[src/rtl/soc_bus_pkg.sv]
// Shared SoC bus definitions: bus widths, FSM state encoding for the
// Wishbone slave mux, the SoC memory map (also used by the CLINT for its
// address parameters), and the latched request payload.
package soc_bus_pkg;

    localparam int unsigned ADR_W    = 32;
    localparam int unsigned DAT_W    = 32;
    localparam int unsigned SEL_W    = 4;
    localparam int unsigned SOC_NSLV = 4;

    // Mux FSM state encoding
    typedef logic [1:0] bus_state_t;
    localparam bus_state_t ST_IDLE = 2'd0;
    localparam bus_state_t ST_BUSY = 2'd1;
    localparam bus_state_t ST_RESP = 2'd2;

    // SoC memory map
    localparam logic [ADR_W-1:0] RAM_BASE   = 32'h0000_0000;
    localparam logic [ADR_W-1:0] RAM_MASK   = 32'hF000_0000;
    localparam logic [ADR_W-1:0] UART_BASE  = 32'h2000_0000;
    localparam logic [ADR_W-1:0] UART_MASK  = 32'hFFFF_FF00;
    localparam logic [ADR_W-1:0] CLINT_BASE = 32'h2000_0C00;
    localparam logic [ADR_W-1:0] CLINT_MASK = 32'hFFFF_FFF0;
    localparam logic [ADR_W-1:0] GPIO_BASE  = 32'h2000_0100;
    localparam logic [ADR_W-1:0] GPIO_MASK  = 32'hFFFF_FF00;

    // Flattened per-slave tables, slave i at bits [32i+31:32i]
    localparam logic [SOC_NSLV*ADR_W-1:0] SOC_SLV_BASE =
        {GPIO_BASE, CLINT_BASE, UART_BASE, RAM_BASE};
    localparam logic [SOC_NSLV*ADR_W-1:0] SOC_SLV_MASK =
        {GPIO_MASK, CLINT_MASK, UART_MASK, RAM_MASK};

    // Master request as latched by the mux and replayed to the slave
    typedef struct packed {
        logic [ADR_W-1:0] adr;
        logic             we;
        logic [SEL_W-1:0] sel;
        logic [DAT_W-1:0] dat;
    } wb_req_t;

endpackage

[src/rtl/wb_slave_mux_if.sv]
// Wishbone classic bundle seen by the slave mux: the master-side port
// (m_*) and the fan-out to NSLV slaves (s_*).
//   slave modport  : view of the mux itself
//   master modport : view of the surrounding core/peripherals
interface wb_slave_mux_if
    import soc_bus_pkg::*;
#(
    parameter int unsigned NSLV = 4
);
    logic                    m_cyc_i;
    logic                    m_stb_i;
    logic [ADR_W-1:0]        m_adr_i;
    logic                    m_we_i;
    logic [SEL_W-1:0]        m_sel_i;
    logic [DAT_W-1:0]        m_dat_i;
    logic [DAT_W-1:0]        m_dat_o;
    logic                    m_ack_o;
    logic                    m_err_o;

    logic [NSLV-1:0]         s_cyc_o;
    logic [NSLV-1:0]         s_stb_o;
    logic [ADR_W-1:0]        s_adr_o;
    logic                    s_we_o;
    logic [SEL_W-1:0]        s_sel_o;
    logic [DAT_W-1:0]        s_dat_o;
    logic [NSLV*DAT_W-1:0]   s_dat_i;
    logic [NSLV-1:0]         s_ack_i;

    modport slave (
        input  m_cyc_i, m_stb_i, m_adr_i, m_we_i, m_sel_i, m_dat_i,
        output m_dat_o, m_ack_o, m_err_o,
        output s_cyc_o, s_stb_o, s_adr_o, s_we_o, s_sel_o, s_dat_o,
        input  s_dat_i, s_ack_i
    );

    modport master (
        output m_cyc_i, m_stb_i, m_adr_i, m_we_i, m_sel_i, m_dat_i,
        input  m_dat_o, m_ack_o, m_err_o,
        input  s_cyc_o, s_stb_o, s_adr_o, s_we_o, s_sel_o, s_dat_o,
        output s_dat_i, s_ack_i
    );

endinterface

[src/rtl/wb_addr_decode.sv]
// Combinational address decoder: slave i matches when
// (adr & mask_i) == base_i; the lowest matching index wins.
//   adr        : address to decode
//   match_oh_c : one-hot winning slave (all zero when unmapped)
//   hit_c      : at least one slave matched
module wb_addr_decode
    import soc_bus_pkg::*;
#(
    parameter int unsigned              NSLV     = 4,
    parameter logic [NSLV*ADR_W-1:0]    SLV_BASE = (NSLV*ADR_W)'(SOC_SLV_BASE),
    parameter logic [NSLV*ADR_W-1:0]    SLV_MASK = (NSLV*ADR_W)'(SOC_SLV_MASK)
) (
    input  logic [ADR_W-1:0] adr,
    output logic [NSLV-1:0]  match_oh_c,
    output logic             hit_c
);

    logic [NSLV-1:0] raw_c;

    // Raw per-slave base/mask compare
    always_comb begin
        raw_c = '0;
        for (int unsigned i = 0; i < NSLV; i++) begin
            raw_c[i] = ((adr & SLV_MASK[i*ADR_W +: ADR_W]) == SLV_BASE[i*ADR_W +: ADR_W]);
        end
    end

    // Isolate the lowest set bit for fixed priority
    assign match_oh_c = raw_c & (~raw_c + NSLV'(1));
    assign hit_c      = |raw_c;

endmodule

[src/rtl/wb_slave_mux.sv]
// Single-master to NSLV-slave Wishbone classic mux. Latches one master
// request, forwards it to the decoded slave, and returns a single-cycle
// ack (with read data) or error (unmapped address / slave timeout).
//   clk_i, rst_i : clock, synchronous active-high reset
//   bus          : master port m_* and slave fan-out s_* (slave modport)
module wb_slave_mux
    import soc_bus_pkg::*;
#(
    parameter int unsigned              NSLV           = 4,
    parameter logic [NSLV*ADR_W-1:0]    SLV_BASE       = (NSLV*ADR_W)'(SOC_SLV_BASE),
    parameter logic [NSLV*ADR_W-1:0]    SLV_MASK       = (NSLV*ADR_W)'(SOC_SLV_MASK),
    parameter int unsigned              TIMEOUT_CYCLES = 255
) (
    input  logic            clk_i,
    input  logic            rst_i,
    wb_slave_mux_if.slave   bus
);

    localparam int unsigned      CNT_W        = $clog2(TIMEOUT_CYCLES + 1);
    localparam logic [CNT_W-1:0] TIMEOUT_LAST = CNT_W'(TIMEOUT_CYCLES - 1);

    bus_state_t       state_q,  state_d;
    logic [CNT_W-1:0] cnt_q,    cnt_d;
    wb_req_t          req_q,    req_d;
    logic [NSLV-1:0]  oh_q,     oh_d;
    logic [NSLV-1:0]  s_cyc_q,  s_cyc_d;
    logic [NSLV-1:0]  s_stb_q,  s_stb_d;
    logic [DAT_W-1:0] rdat_q,   rdat_d;
    logic             ack_q,    ack_d;
    logic             err_q,    err_d;

    logic [NSLV-1:0]  dec_oh_c;
    logic             dec_hit_c;
    logic             ack_hit_c;
    logic [DAT_W-1:0] slv_rdat_c;

    wb_addr_decode #(
        .NSLV     (NSLV),
        .SLV_BASE (SLV_BASE),
        .SLV_MASK (SLV_MASK)
    ) u_decode (
        .adr        (bus.m_adr_i),
        .match_oh_c (dec_oh_c),
        .hit_c      (dec_hit_c)
    );

    // Only the latched slave's ack counts; everyone else is ignored
    assign ack_hit_c = |(bus.s_ack_i & oh_q);

    // Read data of the latched slave (one-hot select)
    always_comb begin
        slv_rdat_c = '0;
        for (int unsigned i = 0; i < NSLV; i++) begin
            if (oh_q[i]) begin
                slv_rdat_c = slv_rdat_c | bus.s_dat_i[i*DAT_W +: DAT_W];
            end
        end
    end

    // Next-state and next-output logic
    always_comb begin
        state_d = state_q;
        cnt_d   = cnt_q;
        req_d   = req_q;
        oh_d    = oh_q;
        s_cyc_d = '0;
        s_stb_d = '0;
        rdat_d  = '0;
        ack_d   = 1'b0;
        err_d   = 1'b0;

        case (state_q)
            ST_IDLE: begin
                if (bus.m_cyc_i && bus.m_stb_i) begin
                    req_d.adr = bus.m_adr_i;
                    req_d.we  = bus.m_we_i;
                    req_d.sel = bus.m_sel_i;
                    req_d.dat = bus.m_dat_i;
                    oh_d      = dec_oh_c;
                    if (dec_hit_c) begin
                        state_d = ST_BUSY;
                        cnt_d   = '0;
                        s_cyc_d = dec_oh_c;
                        s_stb_d = dec_oh_c;
                    end else begin
                        state_d = ST_RESP;
                        err_d   = 1'b1;
                    end
                end
            end

            ST_BUSY: begin
                // Abort beats ack, ack beats timeout
                if (!bus.m_cyc_i) begin
                    state_d = ST_IDLE;
                end else if (ack_hit_c) begin
                    state_d = ST_RESP;
                    ack_d   = 1'b1;
                    rdat_d  = slv_rdat_c;
                end else if (cnt_q == TIMEOUT_LAST) begin
                    state_d = ST_RESP;
                    err_d   = 1'b1;
                end else begin
                    cnt_d   = cnt_q + CNT_W'(1);
                    s_cyc_d = oh_q;
                    s_stb_d = oh_q;
                end
            end

            ST_RESP: begin
                state_d = ST_IDLE;
            end

            default: begin
                state_d = ST_IDLE;
            end
        endcase
    end

    // State and output registers
    always_ff @(posedge clk_i) begin
        if (rst_i) begin
            state_q <= ST_IDLE;
            cnt_q   <= '0;
            req_q   <= '0;
            oh_q    <= '0;
            s_cyc_q <= '0;
            s_stb_q <= '0;
            rdat_q  <= '0;
            ack_q   <= 1'b0;
            err_q   <= 1'b0;
        end else begin
            state_q <= state_d;
            cnt_q   <= cnt_d;
            req_q   <= req_d;
            oh_q    <= oh_d;
            s_cyc_q <= s_cyc_d;
            s_stb_q <= s_stb_d;
            rdat_q  <= rdat_d;
            ack_q   <= ack_d;
            err_q   <= err_d;
        end
    end

    assign bus.m_dat_o = rdat_q;
    assign bus.m_ack_o = ack_q;
    assign bus.m_err_o = err_q;
    assign bus.s_cyc_o = s_cyc_q;
    assign bus.s_stb_o = s_stb_q;
    assign bus.s_adr_o = req_q.adr;
    assign bus.s_we_o  = req_q.we;
    assign bus.s_sel_o = req_q.sel;
    assign bus.s_dat_o = req_q.dat;

endmodule

[src/flat_wrapper.sv]
// flat-port wrapper written by rule: the top's interface ports become plain ports
module wb_slave_mux_flat import soc_bus_pkg::*;
#(
    parameter int unsigned              NSLV           = 4,
    parameter logic [NSLV*ADR_W-1:0]    SLV_BASE       = (NSLV*ADR_W)'(SOC_SLV_BASE),
    parameter logic [NSLV*ADR_W-1:0]    SLV_MASK       = (NSLV*ADR_W)'(SOC_SLV_MASK),
    parameter int unsigned              TIMEOUT_CYCLES = 255
)
  (clk_i, rst_i, bus_m_cyc_i, bus_m_stb_i, bus_m_adr_i, bus_m_we_i, bus_m_sel_i, bus_m_dat_i, bus_m_dat_o, bus_m_ack_o, bus_m_err_o, bus_s_cyc_o, bus_s_stb_o, bus_s_adr_o, bus_s_we_o, bus_s_sel_o, bus_s_dat_o, bus_s_dat_i, bus_s_ack_i);
  wb_slave_mux_if #(.NSLV(NSLV)) bus_i ();
  input  logic clk_i;
  input  logic rst_i;
  input wire logic [$bits(bus_i.m_cyc_i)-1:0] bus_m_cyc_i;
  input wire logic [$bits(bus_i.m_stb_i)-1:0] bus_m_stb_i;
  input wire logic [$bits(bus_i.m_adr_i)-1:0] bus_m_adr_i;
  input wire logic [$bits(bus_i.m_we_i)-1:0] bus_m_we_i;
  input wire logic [$bits(bus_i.m_sel_i)-1:0] bus_m_sel_i;
  input wire logic [$bits(bus_i.m_dat_i)-1:0] bus_m_dat_i;
  output wire logic [$bits(bus_i.m_dat_o)-1:0] bus_m_dat_o;
  output wire logic [$bits(bus_i.m_ack_o)-1:0] bus_m_ack_o;
  output wire logic [$bits(bus_i.m_err_o)-1:0] bus_m_err_o;
  output wire logic [$bits(bus_i.s_cyc_o)-1:0] bus_s_cyc_o;
  output wire logic [$bits(bus_i.s_stb_o)-1:0] bus_s_stb_o;
  output wire logic [$bits(bus_i.s_adr_o)-1:0] bus_s_adr_o;
  output wire logic [$bits(bus_i.s_we_o)-1:0] bus_s_we_o;
  output wire logic [$bits(bus_i.s_sel_o)-1:0] bus_s_sel_o;
  output wire logic [$bits(bus_i.s_dat_o)-1:0] bus_s_dat_o;
  input wire logic [$bits(bus_i.s_dat_i)-1:0] bus_s_dat_i;
  input wire logic [$bits(bus_i.s_ack_i)-1:0] bus_s_ack_i;
  assign bus_i.m_cyc_i = bus_m_cyc_i;
  assign bus_i.m_stb_i = bus_m_stb_i;
  assign bus_i.m_adr_i = bus_m_adr_i;
  assign bus_i.m_we_i = bus_m_we_i;
  assign bus_i.m_sel_i = bus_m_sel_i;
  assign bus_i.m_dat_i = bus_m_dat_i;
  assign bus_m_dat_o = bus_i.m_dat_o;
  assign bus_m_ack_o = bus_i.m_ack_o;
  assign bus_m_err_o = bus_i.m_err_o;
  assign bus_s_cyc_o = bus_i.s_cyc_o;
  assign bus_s_stb_o = bus_i.s_stb_o;
  assign bus_s_adr_o = bus_i.s_adr_o;
  assign bus_s_we_o = bus_i.s_we_o;
  assign bus_s_sel_o = bus_i.s_sel_o;
  assign bus_s_dat_o = bus_i.s_dat_o;
  assign bus_i.s_dat_i = bus_s_dat_i;
  assign bus_i.s_ack_i = bus_s_ack_i;
  wb_slave_mux #(.NSLV(NSLV), .SLV_BASE(SLV_BASE), .SLV_MASK(SLV_MASK), .TIMEOUT_CYCLES(TIMEOUT_CYCLES)) u_core (.clk_i(clk_i), .rst_i(rst_i), .bus(bus_i));
endmodule
[config.mk]
export PLATFORM = sky130hd
export DESIGN_NAME = wb_slave_mux_flat
export DESIGN_NICKNAME = d
export VERILOG_FILES = /design/src/rtl/soc_bus_pkg.sv /design/src/rtl/wb_slave_mux_if.sv /design/src/rtl/wb_addr_decode.sv /design/src/rtl/wb_slave_mux.sv /design/src/flat_wrapper.sv
export SDC_FILE = /design/constraint.sdc
export NUM_CORES = 1
export LEC_CHECK = 0
export CAP_MARGIN = 20
export CORE_MARGIN = 2
export CORE_UTILIZATION = 30
export CTS_BUF_LIST = sky130_fd_sc_hd__clkbuf_16
export DETAILED_ROUTE_END_ITERATION = 6
export PLACE_DENSITY = 0.75
export SLEW_MARGIN = 0
export SYNTH_ARGS = -nofsm -noshare
export SYNTH_HDL_FRONTEND = slang
export SYNTH_SLANG_ARGS = --single-unit
[constraint.sdc]
create_clock -name clk_i -period 1.75 [get_ports clk_i]
set_clock_uncertainty 0.2 [all_clocks]
set_input_delay 0.175 -clock clk_i [delete_from_list [all_inputs] [get_ports clk_i]]
set_output_delay 0.175 -clock clk_i [all_outputs]
set_load 0.02 [all_outputs]
After elaboration in Yosys (flattened, before gate mapping)
Index checks and enable logic that the tools add are counted.

Register bits: 121. Bits in latches: 0. Memory bits (writable): 0. Memory bits (read-only): 0. Input port bits: 205. Output and inout port bits: 111. Word-level logic and storage cells: 73. Memories: 0.

$add $sub $neg: 2. $mul: 0. Div/mod/pow operators: 0. Magnitude comparators: 0. Equality and inequality tests: 11. Shifts and indexed selects: 0. Muxes and demuxes: 29. Bitwise logic cells: 9. Reduce and logical (&&, ||, !) cells: 11.

Operators by type and width (count): $mux 32 (4); $or 32x32->32 (3); $eq 24x22->1 const B (2); $mux 8 (5); $logic_not 32->1 (1); $eq 28x26->1 const B (1); $mux 4 (5); $pmux 8 s2 (1); $reduce_or 4->1 (3); $mux 2 (5); $add 8x1->8 const B (1); $and 4x4->4 (2); $eq 8x8->1 const B (1); $pmux 4 s2 (1); $mux 1 (6); $ne 2x2->1 const B (3); $reduce_and 6->1 (1); $add 4x1->4 const B (1); $ne 2x1->1 const B (2); $ne 4x2->1 const B (1); $not 4->4 (1); $pmux 2 s2 (1); $reduce_and 2->1 (2); $not 1->1 (3); 6 further kinds (6).

Depth between registers and ports, before layout
Depth in word-level cells: 7. Gate-level depth with buffers: 8. Depth with buffers taken out: 7.

Modules after synthesis
From an unflattened synthesis, not the netlist that was laid out.

Cells, all modules: 584. Area total of the unflattened synthesis: 4918.5 um^2.

By module, submodules not included: wb_slave_mux (times used 1, cells each 562, area each 4758.3 um^2, sequential area each 2422.3 um^2); wb_addr_decode (times used 1, cells each 22, area each 160.2 um^2, sequential area each 0.0 um^2).

Least setup slack after synthesis
OpenSTA, ideal clock, no wires.

Path type: register to register. Start point: register u_core.oh_q[2]. End point: register u_core.cnt_q[2]. Arrival time: 1431 ps. Required time: 1414 ps. Setup slack: -17 ps. Cell stages (with the launch flop): 7. Path buffers: 1. Period minus slack after synthesis: 1767 ps. Path through: dfxtp_1 clkbuf_1 a22oi_1 o211ai_1 a21oi_1 a21boi_2 a311oi_1.

Word-level cells in the longest chain between the ends: 4.

Ends and longest elaborated chain: start: declaration (RTL line wb_slave_mux.sv:25) `logic [NSLV-1:0] oh_q, oh_d;`; start signal: assignment (RTL line wb_slave_mux.sv:136) `oh_q <= oh_d;`; $and 4x4->4 (RTL line wb_slave_mux.sv:48) `assign ack_hit_c = |(bus.s_ack_i & oh_q);`; $reduce_or 4->1 (RTL line wb_slave_mux.sv:48); $ne 2x2->1 (no source line); $reduce_and 6->1 (no source line); end signal: assignment (RTL line wb_slave_mux.sv:134) `cnt_q <= cnt_d;`; end: declaration (RTL line wb_slave_mux.sv:23) `logic [CNT_W-1:0] cnt_q, cnt_d;`.

No other way between the ends. A chain may end at the register's enable or synchronous reset.

Worst setup path in the final report
Start point: register u_core.cnt_q[0]. End point: register u_core.cnt_q[7].

Word-level cells in the longest chain between the ends: 5. Elaborated cells on any way between the ends: 8. Classes of those cells: add/sub: 1; eq/ne: 2; mux: 4; reduce/logical: 1.

Ends and longest elaborated chain: $add 8x1->8 (RTL line wb_slave_mux.sv:104) `cnt_d = cnt_q + CNT_W'(1);`; $mux 8 (RTL line wb_slave_mux.sv:100) `end else if (cnt_q == TIMEOUT_LAST) begin`; $mux 8 (RTL line wb_slave_mux.sv:96) `end else if (ack_hit_c) begin`; $mux 8 (RTL line wb_slave_mux.sv:94) `if (!bus.m_cyc_i) begin`; $pmux 8 s2 (RTL line wb_slave_mux.sv:72) `case (state_q)`.

Parallel ways exist; a longest one is shown, timed or not. The select of a mux whose other input is x is not followed.

==> flow_summary.json <==
{
  "place_area_sq_um": 8376,
  "ys_seq_area_frac": 0.5110,
  "post-place-cells": 1100,
  "ctsHtreeMaxLevel": 4,
  "via_count": 5583,
  "clkTransAtPathRegs_ns": 0.06,
  "drt-wirelength-per-cell_microns": 17.15,
  "period_minus_slack_ns": 1.730,
  "cp-start-kind": "flip-flop",
  "dieArea_sq_um": 16820,
  "drive_gt1_frac": 0.1177,
  "cts.path.max_buffers": 2,
  "arrival_ns": 1.80,
  "instances_no_fill": 1156,
  "grt_overflow": 0,
  "multi_input_area_sq_um": 2231,
  "ios": 316,
  "antenna_found_initial": 1,
  "first_iter_violations": 246,
  "hpwl_microns": 14240,
  "crit_type": "flip-flop to flip-flop",
  "pre_cts_ws_ns": -0.7646,
  "fin_tns_setup_ns": 0,
  "yosys_warnings": 0,
  "slew_headroom": 0.7190,
  "timing.fmax_ghz": 0.5779,
  "rrSetupSlack_ns": 0.02,
  "required_ns": 1.82,
  "gp_congestion": 0.8104,
  "initial_utilization": 0.3096,
  "grt_pass1_vias": 5495,
  "final_common_cell": "clkdlybuf4s50_1",
  "path_max_fanout": 8,
  "regArea_sq_um": 2426,
  "utilization": 0.6122,
  "cts_sinks": 121,
  "synthCells": 575,
  "ys_types": 38,
  "final_hold_viol_count": 0,
  "wl_microns": 19830,
  "first_pass_iters": 5,
  "endpoint": "u_core.cnt_q[7]",
  "holdWs_ns": 0.1047,
  "core-area_sq_um": 15310,
  "num-nets-final": 1137,
  "powerDensity_nw_per_um2": 808.1,
  "setup_viol": 0,
  "holdCritPathClass": "primary input to flip-flop",
  "num_rows": 45,
  "leakagePower_nw": 4.268,
  "die_w_microns": 129.7,
  "setup.worst_path.end_class": "flip-flop",
  "tritoncts": "done",
  "synth_edf_count": 0,
  "synth-async-reset-ratio": 0,
  "synth_area_sq_um": 4741,
  "synth_nets": 782,
  "cts_made_buffers": 17,
  "stdcell_area_sq_um": 9375,
  "r2r_cells": 7,
  "ant_nets": 0,
  "layout_common_cells": "207 x clkdlybuf4s50_1, 158 x nand2_1, 118 x dfxtp_1, 111 x a21oi_1, 64 x a22oi_1",
  "ctsRootBufferMaster": "clkbuf_16",
  "synthFlopType": "dfxtp_1",
  "fin_ws_ns": 0.01966,
  "avgSynthCellArea_sq_um": 8.245,
  "grt_max_degree": 51,
  "worst_pin_slew_ns": 0.4214,
  "ys_ff_latch": 121,
  "grt_usage": 0.2270,
  "r2r-end": "u_core.cnt_q[7]",
  "portBuffers": 315,
  "area_growth_pct": 97.76,
  "cp-startpoint": "u_core.cnt_q[0]",
  "status": "finished, final reports clean",
  "drc_errors": 0,
  "viasPerCell": 4.830,
  "die_y_microns": 129.7,
  "maxCapViolCount": 0,
  "fillCellCount": 1318,
  "clk_latency_ns": 0.41,
  "drv_slew": 0,
  "layout_worst_path_cycle_share": 0.9888,
  "rsz0062_at_grt": "true",
  "power_mw": 7.577,
  "grt_pass1_wl_microns": 29190,
  "r2r_start": "u_core.cnt_q[0]",
  "irDropWorstVdd_v": 0.0006551
}
kinds of logic (layout without fill, tap and decap cells):
family,count (synthesis),after routing,synth area share
AO/OA/AOI/OAI,200,200,0.2568
adder cells (fa/ha/maj),2,2,0.005278
buffers and inverters,51,419,0.04434
flip-flops,121,121,0.5110
other,0,2,0
AND/OR/NAND/NOR,201,201,0.1826
critical path: stages (launching register included):
cell,delay [ns]
dfxtp_2,0.33
inv_2,0.05
ha_4,0.15
nand4_1,0.06
o211ai_1,0.13
a21oi_2,0.20
a21boi_4,0.33
a311oi_2,0.14
metal layers:
metal	wire length (microns)	track usage	vias to the layer above
met5	0	0	-
met2	10170	0.4065	240
li1	-	-	2736
met3	1868	0.08241	24
met1	7344	0.2445	2583
met4	439	0.08665	0
Yosys cell counts, types with 3 or more instances:
cell type,count,area share
nand2_1,158,0.13
dfxtp_1,121,0.51
a21oi_1,116,0.12
a22oi_1,66,0.10
clkbuf_1,39,0.031
nor2_1,7,0.0055
a311oi_1,6,0.011
nand2b_1,6,0.0079
buf_4,4,0.0063
nand3_1,4,0.0042
nand4_1,4,0.0053
buf_2,3,0.0032
inv_1,3,0.0024
nor3_1,3,0.0032
nor4_1,3,0.0040
cell type report:
type | count | area share
clock inverters | 15 | 0.01948
well taps | 211 | 0.02816
inverters | 3 | 0.001201
repair buffers | 384 | 0.4085
flip-flops and latches | 121 | 0.2588
diodes | 2 | 0.0005338
multi-input cells | 403 | 0.2380
clock buffers | 17 | 0.04538
how the worst min path moves through the flow:
stage / cells past startpoint / start / slack (ns) / to
floorplan: 2 / bus_m_adr_i[0] / 0.11 / u_core.bus.s_adr_o[0]
global placement: 2 / u_core.bus.s_adr_o[15] / 0.24 / u_core.bus.s_adr_o[15]
detailed placement: 2 / u_core.bus.s_we_o / 0.25 / u_core.bus.s_we_o
CTS: 4 / bus_m_adr_i[29] / 0.08 / u_core.bus.s_adr_o[29]
global route: 3 / bus_m_sel_i[0] / 0.1 / u_core.bus.s_sel_o[0]
finish: 3 / bus_m_dat_i[11] / 0.10 / u_core.bus.s_dat_o[11]
flip-flops by register name (all words and copies together) (netlist names):
name                count
u_core.bus.s_cyc_o      4
u_core.bus.m_dat_o     32
u_core.oh_q             4
u_core.bus.m_ack_o      1
u_core.bus.s_adr_o     32
u_core.bus.s_sel_o      4
u_core.bus.s_we_o       1
u_core.bus.s_dat_o     32
u_core.cnt_q            8
u_core.state_q          2
u_core.bus.m_err_o      1
what timing repair did:
item                       CTS  global route
hold endpoints to repair    23             0
hold buffers                20             0
setup buffers                2             1
setup endpoints to repair   51            66
pin swaps                   16            17
resized for setup           73            66
where the power goes:
group | leakage [nW] | switching, mW | internal (mW) | total (mW)
clock | 0.289 | 1.26 | 2.35 | 3.61
combinational | 2.99 | 0.443 | 0.640 | 1.08
sequential | 0.983 | 0.0417 | 2.84 | 2.88
total | 4.27 | 1.74 | 5.84 | 7.58
(Power assumes the default switching activity.)
